## src/rtl/reg_file_wb.sv

```systemverilog
// 32x32 register file with write-through read bypass and a pending-load
// scoreboard that raises StallD on load-use hazards.
module reg_file_wb (
  input  logic        CLK,
  input  logic        RESET,
  input  logic        RegWriteD,
  input  logic [4:0]  WriteAddressD,
  input  logic [31:0] RegInDataD,
  input  logic [4:0]  ReadAddress1,
  input  logic [4:0]  ReadAddress2,
  output logic [31:0] ReadData1,
  output logic [31:0] ReadData2,
  input  logic        IssueValid,
  input  logic [4:0]  IssueRd,
  input  logic        IssueIsLoad,
  input  logic        Flush,
  output logic        StallD,
  output logic [2:0]  PendingCount
);

  logic [31:0] regs [32];
  logic [31:0] pending;
  logic [31:0] pendNext;
  logic        writeEn;
  logic        hazard1;
  logic        hazard2;
  logic        setLoad;

  function automatic logic [2:0] satCount(input logic [31:0] v);
    int unsigned n;
    n = 0;
    for (int unsigned i = 0; i < 32; i++) begin
      if (v[i]) n++;
    end
    return (n > 7) ? 3'd7 : 3'(n);
  endfunction

  assign writeEn = RegWriteD && (WriteAddressD != 5'd0);

  always_ff @(posedge CLK) begin
    if (RESET) begin
      for (int unsigned i = 0; i < 32; i++) begin
        regs[i] <= '0;
      end
    end else if (writeEn) begin
      regs[WriteAddressD] <= RegInDataD;
    end
  end

  always_comb begin
    ReadData1 = regs[ReadAddress1];
    if (ReadAddress1 == 5'd0)
      ReadData1 = '0;
    else if (RegWriteD && (WriteAddressD == ReadAddress1))
      ReadData1 = RegInDataD;
  end

  always_comb begin
    ReadData2 = regs[ReadAddress2];
    if (ReadAddress2 == 5'd0)
      ReadData2 = '0;
    else if (RegWriteD && (WriteAddressD == ReadAddress2))
      ReadData2 = RegInDataD;
  end

  // A pending source is not a hazard if its load result is landing this cycle.
  always_comb begin
    hazard1 = (ReadAddress1 != 5'd0) && pending[ReadAddress1] &&
              !(RegWriteD && (WriteAddressD == ReadAddress1));
    hazard2 = (ReadAddress2 != 5'd0) && pending[ReadAddress2] &&
              !(RegWriteD && (WriteAddressD == ReadAddress2));
    StallD  = !RESET && !Flush && IssueValid && (hazard1 || hazard2);
  end

  // Set is applied after clear so a newer in-flight load keeps its bit.
  always_comb begin
    setLoad  = IssueValid && IssueIsLoad && (IssueRd != 5'd0) &&
               !StallD && !Flush && !RESET;
    pendNext = pending;
    if (Flush) begin
      pendNext = '0;
    end else begin
      if (RegWriteD) pendNext[WriteAddressD] = 1'b0;
      if (setLoad)   pendNext[IssueRd]       = 1'b1;
    end
    pendNext[0] = 1'b0;
  end

  always_ff @(posedge CLK) begin
    if (RESET) begin
      pending      <= '0;
      PendingCount <= '0;
    end else begin
      pending      <= pendNext;
      PendingCount <= satCount(pendNext);
    end
  end

endmodule
```

## config.mk

```make
export PLATFORM = sky130hd
export DESIGN_NAME = reg_file_wb
export DESIGN_NICKNAME = d
export VERILOG_FILES = /design/src/rtl/reg_file_wb.sv
export SDC_FILE = /design/constraint.sdc
export NUM_CORES = 2
export LEC_CHECK = 0
export CORE_MARGIN = 2
export CORE_UTILIZATION = 55
export DETAILED_ROUTE_END_ITERATION = 8
export MAX_ROUTING_LAYER = met4
export PLACE_DENSITY = 0.72
export SLEW_MARGIN = 20
export SYNTH_ARGS = -nofsm -noshare
export SYNTH_HDL_FRONTEND = slang
export SYNTH_SLANG_ARGS = --single-unit
```

## constraint.sdc

```tcl
create_clock -name CLK -period 27.7 [get_ports CLK]
set_input_delay 2.77 -clock CLK [delete_from_list [all_inputs] [get_ports CLK]]
set_output_delay 2.77 -clock CLK [all_outputs]
set_load 0.01 [all_outputs]
```

==> results.md <==
- The sequential area share after synthesis is 50.2%.
- Counting every instance in the synthesized netlist gives 4518.
- The CTS tree is done.
- The final number of hold-violating endpoints is 0.
- The maximum clock path buffer count is 3.
- Counting every sink on the clock net gives 1058.
- The library cells used most frequently in the layout, excluding fill and tap cells, are 1024 x sky130_fd_sc_hd__edfxtp_1, 1012 x sky130_fd_sc_hd__and2_1, 563 x sky130_fd_sc_hd__mux4_2.
- The length of routed met3 wiring is 24500 um.
- The routed length per placed instance is 33.1 um.
- The max-cap violation count is 0.
- In the synthesized netlist the async set-or-reset flop fraction comes to 0%.
- For this run, the number of Yosys warnings is 0.
- The met2 wire length is ~95000 um.
- Cells fill 61.4% of the core in the end.
- For this run the aggregate overflow at the end of global routing stands at 0.
- Hold timing on the final database bottoms out at a slack of slightly below 0.7 ns.
- At the pin with the least slew margin, the transition time is 1.14 ns.
- The number of global-route vias before repair is 41823.
- The maximum number of pins on one net before global-route repair is 115.
- The root buffer cell chosen for the clock tree is sky130_fd_sc_hd__clkbuf_16.
- The number of synthesized flops with an enable pin is 1024.
- The worst setup path is of the input port to register kind.
- For the final database, setup skew stands at between 0.02 and 0.025 ns.
- The routability congestion estimate from global placement is 0.889.
- The area growth from synthesis to layout is 10.4%.
- At the end of the flow, the number of nets in the layout was 4576.
- For the worst setup path, the data arrival time is 25.08 ns.
- The global-route usage over all layers is ~36%.
- The floorplan step defined a die boundary enclosing roughly 120000 um^2.
- The maximum clock frequency is roughly 0.041 GHz.
- The final-report max-slew violation count is 0.
- In this run the static leakage power is 24.0 nW.
- In this run, post-CTS hold repair placed 0 buffers.
- The layout cell share with drive strength beyond 1 is 22.3%.
- The number of antenna violations at the first check in global routing is 21.
- The most used flip-flop cell after synthesis is sky130_fd_sc_hd__edfxtp_1.
- The cell occurring most often along the worst timing path is sky130_fd_sc_hd__ha_1.
- The die is 341 um wide.
- The clock buffer count from CTS is roughly 110.
- The topmost layer with routed signal wires is met4.
- In this run the tool buffered the top-level ports with ~130 buffer cells.
- The average instance in the mapped netlist occupies between 10 and 15 um^2.
- The cell at the slowest stage of the critical path is sky130_fd_sc_hd__buf_4.
- The detailed router placed 42580 vias in this run.
- The total detailed-routing wirelength is 202000 um.
- The average via count per standard cell is around 7.0.
- The detailed router put a total of 72000 um of wire on met1.
- For this run, design rule violations remaining after detail routing come to 0.
- The cell row count is 123.
- Summing all flip-flop and latch instances after layout gives roughly 31000 um^2.
- The critical path endpoint category is a register.
- After synthesis the netlist holds a flip-flop and latch count of roughly 1100.
- The floorplan step defined a core boundary enclosing 113000 um^2.
- The post-CTS setup buffer count is 0.
- In this run, the number of DRC markers left after iteration 0 of detailed routing was 6042.
- 126 I/O pins were placed.
- Measured against its own limit, the worst slew margin works out to 23.8%.
- The worst hold-check path type is register to register.
- Summing every instance area after synthesis gives 62600 um^2.
- The library cell used most frequently in the layout, excluding fill and tap cells, is sky130_fd_sc_hd__edfxtp_1.
- The vertical die dimension is between 300 and 400 um.
- The register clock-pin slew on the reported worst setup and hold paths is 0.06 ns.
- Setup violations remaining at the end of the flow were counted as 0.
- Once the floorplan was initialized, standard cells occupied between 50% and 60% of the core.
- The number of gates resized after CTS is 0.
- The cell count after placement is 5876.
- At the worst endpoint, the required time is 28.25 ns.
- The nature of the critical path startpoint is an input port.
- The final-layout setup total negative slack is 0 ns.
- In this run the worst path has a maximum fanout of 30.
- For the finished layout, the period the worst path requires is 24.52 ns.
- The maximum level of the CTS H-tree is 3.
- For this design the ratio of total power to cell area is 56.5 nW/um^2.
- The worst-skew pair later-pin latency is 0.72 ns.
- The number of fill cells is 8340.
- The worst path uses 88.5% of the clock period.
- The count of antenna-violating nets left after detailed routing is 0.
- The number of unique standard cell types used by synthesis is 110.
- Setup repair after global routing left no endpoint under its margin.
- The pre-antenna-repair detailed-routing pass consisted of 5 iterations.
- The wire length of the first global-routing pass is 289000 um.
- In the final layout, the multi-input gates occupy 29900 um^2.
- The run finished with clean final reports.
- The worst-case IR drop observed on VDD is ~0.000053 V.
- The delay of the slowest cell on the worst path is 0.67 ns.
- Excluding fillers, the count of instances in the completed layout stands at 6095.
- The detailed-placement wirelength estimate is 118000 um.
==> sequential cells by signal, indices dropped and copies added (netlist names) <==
signal        count
regs           1024
pending          31
PendingCount      3
==> report_power, final <==
| group | total, mW | leakage [nW] | switching (mW) | internal, mW |
|---|---|---|---|---|
| sequential | 1.88 | 10.0 | 0.0427 | 1.84 |
| clock | 1.51 | 1.78 | 0.643 | 0.867 |
| combinational | 0.512 | 12.2 | 0.282 | 0.230 |
| total | 3.90 | 24.0 | 0.968 | 2.94 |
==> logic make-up after synthesis <==
family,count (synthesis),share of synthesized area [%]
xor gates and xnor gates,135,2.61
and+or+nand+nor,1614,14.9
muxes,772,23.6
buffers and inverters,450,2.74
other,1,0.00599
DFF,1058,50.2
AOI/OAI and AO/OA,458,5.35
adders and majority gates,30,0.595
==> stage by stage <==
stage	instance area, um^2	power [mW]	setup slack (ns)
2_1_floorplan	62700	2.21	5.60
6_report	69100	3.90	3.18
3_3_place_gp	65500	2.40	3.41
5_1_grt	69100	3.99	1.74
4_1_cts	69100	3.89	3.43
3_5_place_dp	65500	2.41	2.69
==> cells in the mapped netlist (8+ instances only) <==
cell type / n / area share (%)
sky130_fd_sc_hd__nor3_1: 29 / 0.23
sky130_fd_sc_hd__clkbuf_1: 337 / 2.0
sky130_fd_sc_hd__a21oi_1: 66 / 0.53
sky130_fd_sc_hd__nand4_1: 23 / 0.23
sky130_fd_sc_hd__nand3b_1: 8 / 0.096
sky130_fd_sc_hd__buf_2: 13 / 0.10
sky130_fd_sc_hd__nand2_1: 126 / 0.76
sky130_fd_sc_hd__o211a_1: 10 / 0.16
sky130_fd_sc_hd__or2_2: 41 / 0.41
sky130_fd_sc_hd__or3_1: 11 / 0.11
sky130_fd_sc_hd__edfxtp_1: 1024 / 49
sky130_fd_sc_hd__mux2i_1: 197 / 3.1
sky130_fd_sc_hd__nor2_1: 197 / 1.2
sky130_fd_sc_hd__a211oi_1: 57 / 0.68
sky130_fd_sc_hd__o22ai_1: 10 / 0.10
sky130_fd_sc_hd__and2_1: 1012 / 10
sky130_fd_sc_hd__xor2_1: 34 / 0.48
sky130_fd_sc_hd__nand3_1: 47 / 0.38
sky130_fd_sc_hd__nor2b_1: 21 / 0.21
sky130_fd_sc_hd__and3_1: 19 / 0.19
sky130_fd_sc_hd__dfxtp_1: 34 / 1.1
sky130_fd_sc_hd__o21ai_0: 64 / 0.51
sky130_fd_sc_hd__o211ai_1: 49 / 0.59
sky130_fd_sc_hd__mux4_2: 563 / 20
sky130_fd_sc_hd__nor4_1: 16 / 0.16
sky130_fd_sc_hd__nand2b_1: 18 / 0.18
sky130_fd_sc_hd__a31oi_1: 15 / 0.15
sky130_fd_sc_hd__xnor3_1: 11 / 0.40
sky130_fd_sc_hd__ha_1: 29 / 0.58
sky130_fd_sc_hd__xnor2_1: 66 / 0.92
sky130_fd_sc_hd__mux2_2: 12 / 0.22
sky130_fd_sc_hd__inv_1: 29 / 0.17
sky130_fd_sc_hd__a221oi_1: 57 / 0.80
sky130_fd_sc_hd__a22oi_1: 31 / 0.37
sky130_fd_sc_hd__buf_1: 67 / 0.40
==> final timing paths <==
path         depth (start not counted)  slack, ns             from               to
max                                102       3.18  ReadAddress2[4]  PendingCount[1]
min                                  3       0.69       pending[1]       pending[1]
max reg2reg                        101       5.85      pending[29]  PendingCount[1]
min reg2reg                          3       0.69       pending[1]       pending[1]
==> critical path, delay by kind of cell <==
family / cells / cell delay (ns)
buf+inv: 11 / 2.27
fa+ha+maj: 28 / 8.65
compound gates: 25 / 5.30
xor+xnor: 2 / 0.59
mux: 8 / 1.75
simple gates: 28 / 3.77
==> layer usage <==
| metal | vias up | track usage, % |
|---|---|---|
| met5 | - | - |
| met4 | 0 | 16.5 |
| met3 | 586 | 7.31 |
| met2 | 3201 | 54.2 |
| met1 | 21480 | 46.4 |
| li1 | 17313 | - |
==> layout make-up <==
cell class | instances | share of cell area (%)
Sequential cell | 1058 | 45.5
Multi-Input combinational cell | 3041 | 43.2
Clock buffer | 142 | 4.31
Timing Repair Buffer | 247 | 3.17
Tap cell | 1500 | 2.71
Clock inverter | 64 | 0.897
Inverter | 30 | 0.163
Antenna cell | 13 | 0.0470
(Power assumes the default switching activity.)
